==> config.mk <==
export PLATFORM = sky130hd
export DESIGN_NAME = i281_mc_sequencer
export DESIGN_NICKNAME = d
export VERILOG_FILES = /design/src/rtl/i281_mc_pkg.sv /design/src/rtl/i281_branch_cond.sv /design/src/rtl/i281_mc_sequencer.sv
export SDC_FILE = /design/constraint.sdc
export NUM_CORES = 1
export LEC_CHECK = 0
export ABC_AREA = 1
export ABC_CLOCK_PERIOD_IN_PS = 1270
export BUFFER_PORTS_ARGS = -buffer_cell sky130_fd_sc_hd__buf_4
export CORE_AREA = 8 8 45 47
export CTS_BUF_LIST = sky130_fd_sc_hd__clkbuf_4
export CTS_CLUSTER_DIAMETER = 60
export CTS_CLUSTER_SIZE = 40
export DETAILED_ROUTE_END_ITERATION = 7
export DIE_AREA = 0 0 53 55
export MAX_ROUTING_LAYER = met4
export PLACE_DENSITY = 0.75
export SYNTH_ARGS = -nofsm -noshare
export SYNTH_HDL_FRONTEND = slang
export SYNTH_SLANG_ARGS = --single-unit
==> constraint.sdc <==
create_clock -name clock -period 1.27 [get_ports clock]
set_input_delay 0.254 -clock clock [delete_from_list [all_inputs] [get_ports clock]]
set_output_delay 0.254 -clock clock [all_outputs]
set_load 0.01 [all_outputs]
==> src/rtl/i281_mc_pkg.sv <==
// i281_mc_pkg: shared definitions for the i281 multicycle control sequencer.
//   phase_t   - sequencer phase encoding (also the value on the phase output)
//   OP_*      - 4-bit opcode constants (ir[15:12])
//   iclass_t  - instruction class, picks the phase sequence after DECODE
//   BR_*      - branch subcode constants (ir[9:8])
package i281_mc_pkg;

    typedef enum logic [2:0] {
        PH_FETCH  = 3'd0,
        PH_DECODE = 3'd1,
        PH_EXEC   = 3'd2,
        PH_MEM    = 3'd3,
        PH_WB     = 3'd4
    } phase_t;

    localparam logic [3:0] OP_NOOP   = 4'b0000;
    localparam logic [3:0] OP_INPUT  = 4'b0001;
    localparam logic [3:0] OP_MOVE   = 4'b0010;
    localparam logic [3:0] OP_LOADI  = 4'b0011;
    localparam logic [3:0] OP_ADD    = 4'b0100;
    localparam logic [3:0] OP_ADDI   = 4'b0101;
    localparam logic [3:0] OP_SUB    = 4'b0110;
    localparam logic [3:0] OP_SUBI   = 4'b0111;
    localparam logic [3:0] OP_LOAD   = 4'b1000;
    localparam logic [3:0] OP_LOADF  = 4'b1001;
    localparam logic [3:0] OP_STORE  = 4'b1010;
    localparam logic [3:0] OP_STOREF = 4'b1011;
    localparam logic [3:0] OP_SHIFT  = 4'b1100;
    localparam logic [3:0] OP_CMP    = 4'b1101;
    localparam logic [3:0] OP_JUMP   = 4'b1110;
    localparam logic [3:0] OP_BRX    = 4'b1111;

    typedef enum logic [2:0] {
        CL_NOOP,
        CL_ALU,
        CL_CMP,
        CL_LOAD,
        CL_STORE,
        CL_JUMP,
        CL_BRX
    } iclass_t;

    localparam logic [1:0] BR_EQ = 2'b00;   // BRE/BRZ
    localparam logic [1:0] BR_NE = 2'b01;   // BRNE/BRNZ
    localparam logic [1:0] BR_GT = 2'b10;   // BRG
    localparam logic [1:0] BR_GE = 2'b11;   // BRGE

    function automatic iclass_t op_class(input logic [3:0] op);
        iclass_t c;
        case (op)
            OP_MOVE, OP_LOADI, OP_ADD, OP_ADDI,
            OP_SUB, OP_SUBI, OP_SHIFT:            c = CL_ALU;
            OP_CMP:                               c = CL_CMP;
            OP_LOAD, OP_LOADF:                    c = CL_LOAD;
            OP_STORE, OP_STOREF, OP_INPUT:        c = CL_STORE;
            OP_JUMP:                              c = CL_JUMP;
            OP_BRX:                               c = CL_BRX;
            default:                              c = CL_NOOP;
        endcase
        return c;
    endfunction

    // MOVE and LOADI write a register but leave the flags alone.
    function automatic logic op_sets_flags(input logic [3:0] op);
        return op inside {OP_ADD, OP_ADDI, OP_SUB, OP_SUBI, OP_SHIFT};
    endfunction

endpackage

==> src/rtl/i281_branch_cond.sv <==
// i281_branch_cond: combinational branch-taken evaluation for BRx.
//   i_flags   [3:0] registered ALU flags {C,O,N,Z}
//   i_subcode [1:0] branch subcode ir[9:8]
//   o_taken         branch condition holds
module i281_branch_cond
    import i281_mc_pkg::*;
(
    input  logic [3:0] i_flags,
    input  logic [1:0] i_subcode,
    output logic       o_taken
);

    logic w_o, w_n, w_z;
    logic w_unused;

    assign w_o = i_flags[2];
    assign w_n = i_flags[1];
    assign w_z = i_flags[0];
    // Carry plays no part in any branch condition.
    assign w_unused = i_flags[3];

    always_comb begin
        o_taken = 1'b0;
        case (i_subcode)
            BR_EQ:   o_taken = w_z;
            BR_NE:   o_taken = ~w_z;
            BR_GT:   o_taken = ~w_z & (w_n == w_o);
            BR_GE:   o_taken = (w_n == w_o);
            default: o_taken = 1'b0;
        endcase
    end

endmodule

==> src/rtl/i281_mc_sequencer.sv <==
// i281_mc_sequencer: multicycle control sequencer for the i281 CPU.
// Steps each instruction through FETCH/DECODE/EXEC/MEM/WB and drives the
// datapath strobes combinationally from the registered phase.
//   clock, reset        rising-edge clock, async active-high reset
//   run                 global enable; low freezes phase and zeroes strobes
//   step_mode, step     single-step control (ignored when STEP_ENABLE=0)
//   ir [15:0]           latched instruction (valid from DECODE onward)
//   flags [3:0]         registered ALU flags {C,O,N,Z}
//   c16                 instruction-register load
//   pc_we, pc_sel       PC write / source (0 = PC+1, 1 = branch target)
//   flags_we, reg_we,   flag, register-file and data-memory writes
//   dmem_we
//   instr_done          last phase of the current instruction
//   phase [2:0]         current phase
module i281_mc_sequencer
    import i281_mc_pkg::*;
#(
    parameter bit STEP_ENABLE = 1'b1
) (
    input  logic        clock,
    input  logic        reset,
    input  logic        run,
    input  logic        step_mode,
    input  logic        step,
    input  logic [15:0] ir,
    input  logic [3:0]  flags,
    output logic        c16,
    output logic        pc_we,
    output logic        pc_sel,
    output logic        flags_we,
    output logic        reg_we,
    output logic        dmem_we,
    output logic        instr_done,
    output logic [2:0]  phase
);

    phase_t  r_phase;
    phase_t  w_next;
    iclass_t w_class;
    logic    w_taken;
    logic    w_active;
    logic    w_stall;
    logic    w_unused;

    assign w_class  = op_class(ir[15:12]);
    // Reset is folded in so strobes drop the instant reset rises, even in
    // FETCH where the phase itself would otherwise assert c16.
    assign w_active = run & ~reset;
    assign w_stall  = STEP_ENABLE & step_mode & ~step;
    assign w_unused = ^{ir[11:10], ir[7:0]};
    assign phase    = r_phase;

    i281_branch_cond u_branch_cond (
        .i_flags   (flags),
        .i_subcode (ir[9:8]),
        .o_taken   (w_taken)
    );

    always_ff @(posedge clock or posedge reset) begin
        if (reset) r_phase <= PH_FETCH;
        else       r_phase <= w_next;
    end

    always_comb begin
        w_next     = r_phase;
        c16        = 1'b0;
        pc_we      = 1'b0;
        pc_sel     = 1'b0;
        flags_we   = 1'b0;
        reg_we     = 1'b0;
        dmem_we    = 1'b0;
        instr_done = 1'b0;
        if (w_active) begin
            case (r_phase)
                PH_FETCH: begin
                    // Step mode only gates leaving FETCH; once an instruction
                    // is released it runs to completion.
                    if (!w_stall) begin
                        c16    = 1'b1;
                        w_next = PH_DECODE;
                    end
                end
                PH_DECODE: begin
                    pc_we = 1'b1;
                    if (w_class == CL_NOOP) begin
                        instr_done = 1'b1;
                        w_next     = PH_FETCH;
                    end else begin
                        w_next = PH_EXEC;
                    end
                end
                PH_EXEC: begin
                    case (w_class)
                        CL_ALU: begin
                            flags_we = op_sets_flags(ir[15:12]);
                            w_next   = PH_WB;
                        end
                        CL_CMP: begin
                            flags_we   = 1'b1;
                            instr_done = 1'b1;
                            w_next     = PH_FETCH;
                        end
                        CL_LOAD, CL_STORE: w_next = PH_MEM;
                        CL_JUMP: begin
                            pc_we      = 1'b1;
                            pc_sel     = 1'b1;
                            instr_done = 1'b1;
                            w_next     = PH_FETCH;
                        end
                        CL_BRX: begin
                            pc_we      = w_taken;
                            pc_sel     = w_taken;
                            instr_done = 1'b1;
                            w_next     = PH_FETCH;
                        end
                        default: w_next = PH_FETCH;
                    endcase
                end
                PH_MEM: begin
                    if (w_class == CL_LOAD) begin
                        w_next = PH_WB;
                    end else begin
                        dmem_we    = (w_class == CL_STORE);
                        instr_done = 1'b1;
                        w_next     = PH_FETCH;
                    end
                end
                PH_WB: begin
                    reg_we     = 1'b1;
                    instr_done = 1'b1;
                    w_next     = PH_FETCH;
                end
                default: w_next = PH_FETCH;
            endcase
        end
    end

endmodule
==> results of run 1 <==
-- worst max-delay path, cell delays in order (launching register included) --
cell and delay (ps):
dfrtp_2 440, inv_2 90, nand3_4 80, nor3_4 150
nor2_2 60, a21oi_2 120, buf_4 130
-- timing repair --
action | CTS | global route
gates resized for setup | 10 | 11
endpoints found under the setup margin | 7 | 11
setup buffers | 3 | 0
pin swaps | 3 | 3
cloned | 0 | 0
hold endpoints to repair | 3 | 0
hold buffers | 1 | 0
-- final cells by class --
class / count / area, um2 / area share [%]
clock buffer: 4 / 30.03 / 3.414
tap: 16 / 20.02 / 2.276
inverter: 18 / 67.56 / 7.681
timing repair buffer: 40 / 310.3 / 35.28
multi-input combinational: 62 / 374.1 / 42.53
sequential: 3 / 77.57 / 8.819
-- how the worst max path moves through the flow --
stage          startpoint    endpoint  cells after the start  slack (ps)
2_1_floorplan    phase[0]  instr_done                      5         0.5
3_3_place_gp     phase[0]  instr_done                      6         -40
3_5_place_dp       ir[13]  instr_done                      7         -60
4_1_cts          phase[0]  instr_done                      6        -290
5_1_grt          phase[0]  instr_done                      6        -340
6_report         phase[0]  instr_done                      6        -280
-- power groups by stage --
| stage | Sequential [mW] | Clock [mW] | Combinational (mW) |
|---|---|---|---|
| floorplan | 0.208 | 0 | 0.266 |
| global placement | 0.185 | 0 | 0.616 |
| detailed placement | 0.185 | 0 | 0.624 |
| CTS | 0.205 | 0.191 | 0.740 |
| global route | 0.231 | 0.200 | 0.914 |
| finish | 0.222 | 0.183 | 0.836 |
-- layer usage --
layer  vias up  GRT usage, %  wire length, um
met2        22         23.05              872
met4         0         6.466               23
met5         -             -                0
met3         4         1.604              114
li1        348             -                -
met1       289         10.37              619
-- kinds of logic after synthesis --
group                  share of synthesized area (%)
AND/OR/NAND/NOR                                50.15
buffers and inverters                          16.02
AO/OA/AOI/OAI                                  13.95
flip-flops                                     17.80
XOR/XNOR                                       2.078
-- metrics by stage --
step,util (%),TNS (ps)
after floorplan,-,0
after detailed placement,52.80,-146.0
after global routing,63.56,-2567
after global placement,52.80,-117.3
final,63.56,-1725
after CTS,59.95,-1635
-- cells in the mapped netlist --
cell type  instances  area, um2
inv_2              3      11.26
nor3_1             3      15.01
o21ai_1            5      25.02
nand2_1           27      101.4
nor4_1             2      12.51
or2_0              1      6.260
dfrtp_1            3      75.07
nand4_1            1      6.260
a21oi_1            3      15.01
xnor2_1            1      8.760
o21ai_0            2      10.01
nor2_1             9      33.78
nand2_2            1      6.260
o21ai_2            1      8.760
nand3_1            6      30.03
inv_1             15      56.30
-- cell usage in the layout (no fill, tap or decap), drive strengths merged --
| cell | n |
|---|---|
| o21ai | 8 |
| or2 | 1 |
| buf | 39 |
| inv | 18 |
| nand2 | 28 |
| nand3 | 6 |
| dfrtp | 3 |
| a21oi | 3 |
| nor2 | 9 |
| nand4 | 1 |
| xnor2 | 1 |
| nor3 | 3 |
| clkbuf | 4 |
| nor4 | 2 |
| dlygate4sd3 | 1 |
==> results.py, run 1 <==
metrics = {
    "placed_design": {
        "hpwl_um": 1198,
        "dpl_worst_slack_ps": -61.96,
        "dpl_cell_area_um2": 730.7,
        "dpl.cell_count": 135,
        "place_congestion": 0.8394,
        "io_buffers": 23,
    },
    "power": {
        "pwr-share-seq_pct": 17.9,
        "p_int_mw": 0.7079,
        "p_per_area_mw_per_mm2": 1411,
        "power.switching_mw": 0.5334,
        "ir_worst_vdd_uv": 1034,
        "pwr-share-comb_pct": 67.4,
        "p_leak_nw": 0.4885,
        "power_mw": 1.241,
        "swShare_pct": 42.97,
        "p_clk_share_pct": 14.7,
    },
    "cells_and_area": {
        "largest_register_ffs": 3,
        "nets": 153,
        "design_area_um2": 879.6,
        "drive_gt1_share_pct": 51.97,
        "diodes": 0,
        "syn2layout_area_growth_pct": 108.6,
        "nFillCells": 124,
        "stdcell_count": 143,
    },
    "outcome": {
        "status": "finished with violations",
        "violations": "negative setup slack",
    },
    "timing": {
        "finalHoldViolCount": 0,
        "post-route-period-util_pct": 121.7,
        "fmax_mhz": 647.1,
        "tightest_slew_ps": 331.1,
        "setup_ws_ps": -275.3,
        "max-slew-margin-rel_pct": 77.69,
        "rsz0062_at_grt": "yes",
        "finClkSkew_ps": 0.2819,
        "setup_viol_count_final": 9,
        "period_needed_ps": 1545,
        "timing.hold.ws_ps": 452.8,
        "maxSlewViolCount": 0,
    },
    "setup_path": {
        "crit_arrival_ps": 1290,
        "critPathKind": "flop to primary output",
        "worstReg2RegEnd": "phase[0]",
        "timing.rr.start": "phase[0]",
        "rr_worst_depth": 9,
        "end_kind": "primary output",
        "critPathLaunchType": "flop",
        "critPathRequiredTime_ps": 1020,
        "cp_max_fo": 4,
        "r2r_slack_ps": -20,
    },
    "min_path": {
        "hold-path-endpoint": "phase[1]",
        "min_path_cells": 6,
        "hold_start": "ir[14]",
        "hp-class": "input port to flop",
    },
    "routing": {
        "wl_um": 1629,
        "drt_iter0_drc": 4,
        "vias": 663,
        "post-route-drc-count": 0,
        "vias_per_cell": 4.636,
        "wl_per_cell_um": 11.39,
        "postRouteAntennaNets": 0,
        "drt_pass1_iterations": 4,
    },
    "logic_synthesis": {
        "yosysUniqueCellTypes": 16,
        "ys_seq_area_share_pct": 17.80,
        "ys_ff_latch": 3,
        "postSynthAreaPerCell_um2": 5.080,
        "yosysWarnings": 0,
        "synth_nets": 108,
        "postSynthCellCount": 83,
        "synthesis.area_um2": 421.7,
    },
    "die": {
        "die_h_um": 55,
        "die_w_um": 53,
        "start_util_pct": 30.47,
        "rows": 14,
        "io-pin-count": 35,
        "core_region_area_mm2": 0.001384,
        "die_area_mm2": 0.002915,
    },
    "flow_run": {
        "cap_violations": 0,
    },
    "clock_tree": {
        "cts_root_buf": "clkbuf_4",
        "clkLatencyLatePin_ps": 230,
        "numCtsBuffers": 3,
        "clock_path_buffers": 2,
        "cts.sinks": 3,
        "htree_levels": 1,
        "clkSlewWorstSetupHoldPaths_ps": 40,
        "cts_tree": "yes",
    },
    "global_route": {
        "antenna_found_initial": 0,
        "grt_pass1_vias": 676,
        "grt_max_degree": 9,
        "grtUsageTotal_pct": 11.67,
        "grt.overflow.total": 0,
        "grt_pass1_wl_um": 2559,
    },
}
No activity file was read; power rests on OpenSTA's default activity.
==> run 2: changes to the inputs <==
- CELL_PAD_IN_SITES_DETAIL_PLACEMENT: not set -> 1
- CELL_PAD_IN_SITES_GLOBAL_PLACEMENT: not set -> 2
- CORE_AREA: 8 8 45 47 -> not set
- CORE_MARGIN: not set -> 8
- CORE_UTILIZATION: not set -> 16
- DIE_AREA: 0 0 53 55 -> not set
- PLACE_DENSITY: 0.75 -> 0.87
==> run 2 against run 1 <==
Effect of this change:
- the flow still finishes with violations (negative setup slack)
- combinational power up 4.9%
- cell area up 1.4%
- die area is 56% higher
- first-iteration DRC count up 75%
- core utilization down 28 points
- worst hold slack got worse by 38 ps
- non-clock buffer count grew 3
- worst setup slack worse by 2.4 ps
- largest cell class unchanged
- largest power group unchanged
- highest routed layer is now met3
==> results.py, run 2 (synthesis results as in run 1) <==
metrics = {
    "flow_run": {
        "cap_violations": 0,
    },
    "placed_design": {
        "place_congestion": 0.8521,
        "dpl_worst_slack_ps": -98.07,
        "io_buffers": 23,
        "dpl_cell_area_um2": 763.2,
        "hpwl_um": 1510,
    },
    "global_route": {
        "grt_pass1_vias": 742,
        "grtUsageTotal_pct": 8.605,
        "grt.overflow.total": 0,
        "grt_most_used_layer": "met2",
        "antenna_found_initial": 0,
        "met1_usage_pct": 8.223,
        "grt_pass1_wl_um": 2987,
        "grt_util_met2_pct": 17.08,
        "met3_usage_pct": 1.490,
        "grt_max_degree": 9,
    },
    "die": {
        "die_h_um": 67.34,
        "core_region_area_mm2": 0.002477,
        "rows": 18,
        "die_area_mm2": 0.004534,
        "start_util_pct": 17.02,
        "io-pin-count": 35,
        "die_w_um": 67.34,
    },
    "timing": {
        "fmax_mhz": 646.1,
        "post-route-period-util_pct": 121.9,
        "tightest_slew_ps": 332.9,
        "setup_viol_count_final": 7,
        "rsz0062_at_grt": "yes",
        "setup_ws_ps": -277.7,
        "finClkSkew_ps": 1.321,
        "max-slew-margin-rel_pct": 77.57,
        "period_needed_ps": 1548,
        "maxSlewViolCount": 0,
        "finalHoldViolCount": 0,
        "timing.hold.ws_ps": 414.7,
        "tns_ps": -1669,
    },
    "routing": {
        "drt_pass1_iterations": 3,
        "vias": 678,
        "vias_per_cell": 4.238,
        "post-route-drc-count": 0,
        "postRouteAntennaNets": 0,
        "wl_per_cell_um": 12.20,
        "drt_iter0_drc": 7,
        "wl_um": 1952,
    },
    "outcome": {
        "violations": "negative setup slack",
        "status": "finished with violations",
    },
    "power": {
        "p_leak_nw": 0.5019,
        "p_clk_share_pct": 14.5,
        "power.switching_mw": 0.5330,
        "p_per_area_mw_per_mm2": 1437,
        "ir_worst_vdd_uv": 1035,
        "p_int_mw": 0.7486,
        "pwr-share-comb_pct": 68.5,
        "pwr-share-seq_pct": 17.1,
        "swShare_pct": 41.59,
    },
    "setup_path": {
        "critPathKind": "flop to primary output",
        "end_kind": "primary output",
        "path_delay_family": "flip-flops",
        "crit_arrival_ps": 1290,
        "critPathLaunchType": "flop",
        "critPathRequiredTime_ps": 1020,
        "path_cells": "inv_2 > nand3_2 > nor2_2 > nor2_1 > a21oi_2 > buf_4",
        "worst_path_max_delay_cell": "dfrtp_2",
        "crit_buf_inv": 2,
        "cp_max_fo": 7,
        "crit_path_max_incr_delay_ps": 470,
    },
    "cells_and_area": {
        "nFillCells": 344,
        "drive_gt1_share_pct": 53.85,
        "final_util_pct": 36.01,
        "syn2layout_area_growth_pct": 111.6,
        "design_area_um2": 892.1,
        "layout_common_cells": "40 x buf_4, 27 x nand2_1, 12 x inv_1",
        "nets": 156,
        "largest_register_ffs": 3,
        "final_common_cell": "buf_4",
        "diodes": 0,
    },
    "clock_tree": {
        "htree_levels": 1,
        "cts_tree": "yes",
        "cts_root_buf": "clkbuf_4",
        "cts.sinks": 3,
        "clock_path_buffers": 2,
        "clkSlewWorstSetupHoldPaths_ps": 40,
        "clkLatencyLatePin_ps": 230,
        "numCtsBuffers": 3,
    },
    "min_path": {
        "hp-class": "input port to flop",
    },
}
[run 2: worst register-to-register path, cell delays in order, from the launching register on]
cell	delay [ps]
dfrtp_2	430
buf_4	150
nor3_2	150
inv_1	80
buf_4	130
nand2_1	50
nand2_1	60
o21ai_2	80
[run 2: power by group through the flow]
stage | clock network [mW] | registers, mW | logic (mW)
detailed placement | 0 | 0.198 | 0.688
global route | 0.201 | 0.231 | 0.962
floorplan | 0 | 0.208 | 0.266
global placement | 0 | 0.195 | 0.667
finish | 0.185 | 0.219 | 0.877
CTS | 0.191 | 0.217 | 0.798
[run 2: through the flow]
| step | power [mW] | cells |
|---|---|---|
| floorplan | 0.4739 | 83 |
| global route | 1.394 | 160 |
| CTS | 1.206 | 159 |
| finish | 1.282 | 160 |
| detailed placement | 0.8854 | 151 |
| global placement | 0.8618 | 151 |
[run 2: area by class of cell]
cell class | count | area (um2) | share of cell area, %
clock buffer | 4 | 30.03 | 3.366
inverter | 18 | 67.56 | 7.574
multi-input combinational | 62 | 346.6 | 38.85
sequential | 3 | 77.57 | 8.696
tap | 30 | 37.54 | 4.208
timing repair buffer | 43 | 332.8 | 37.31
[run 2: timing repair]
item	CTS	global route
setup endpoints to repair	9	10
gates resized for setup	11	7
setup buffers	3	1
hold buffers	1	0
pin swaps	1	1
endpoints found under the hold margin	3	0
[run 2: routing by layer]
layer	share of wire (%)	vias to the layer above
li1	-	352
met1	41	319
met2	56	7
met3	2.7	0
met4	0	0
met5	0	-
[run 2: final timing paths]
kind / from / endpoint / slack (ps) / cells after the start
max in group asynchronous: reset / phase[0] / 560 / 4
worst min register to register: phase[2] / phase[2] / 630 / 3
worst max register to register: phase[0] / phase[0] / 50 / 7
worst max-delay path: phase[1] / instr_done / -280 / 6
worst min-delay path: step / phase[1] / 410 / 4
min in group asynchronous: reset / phase[1] / 600 / 4
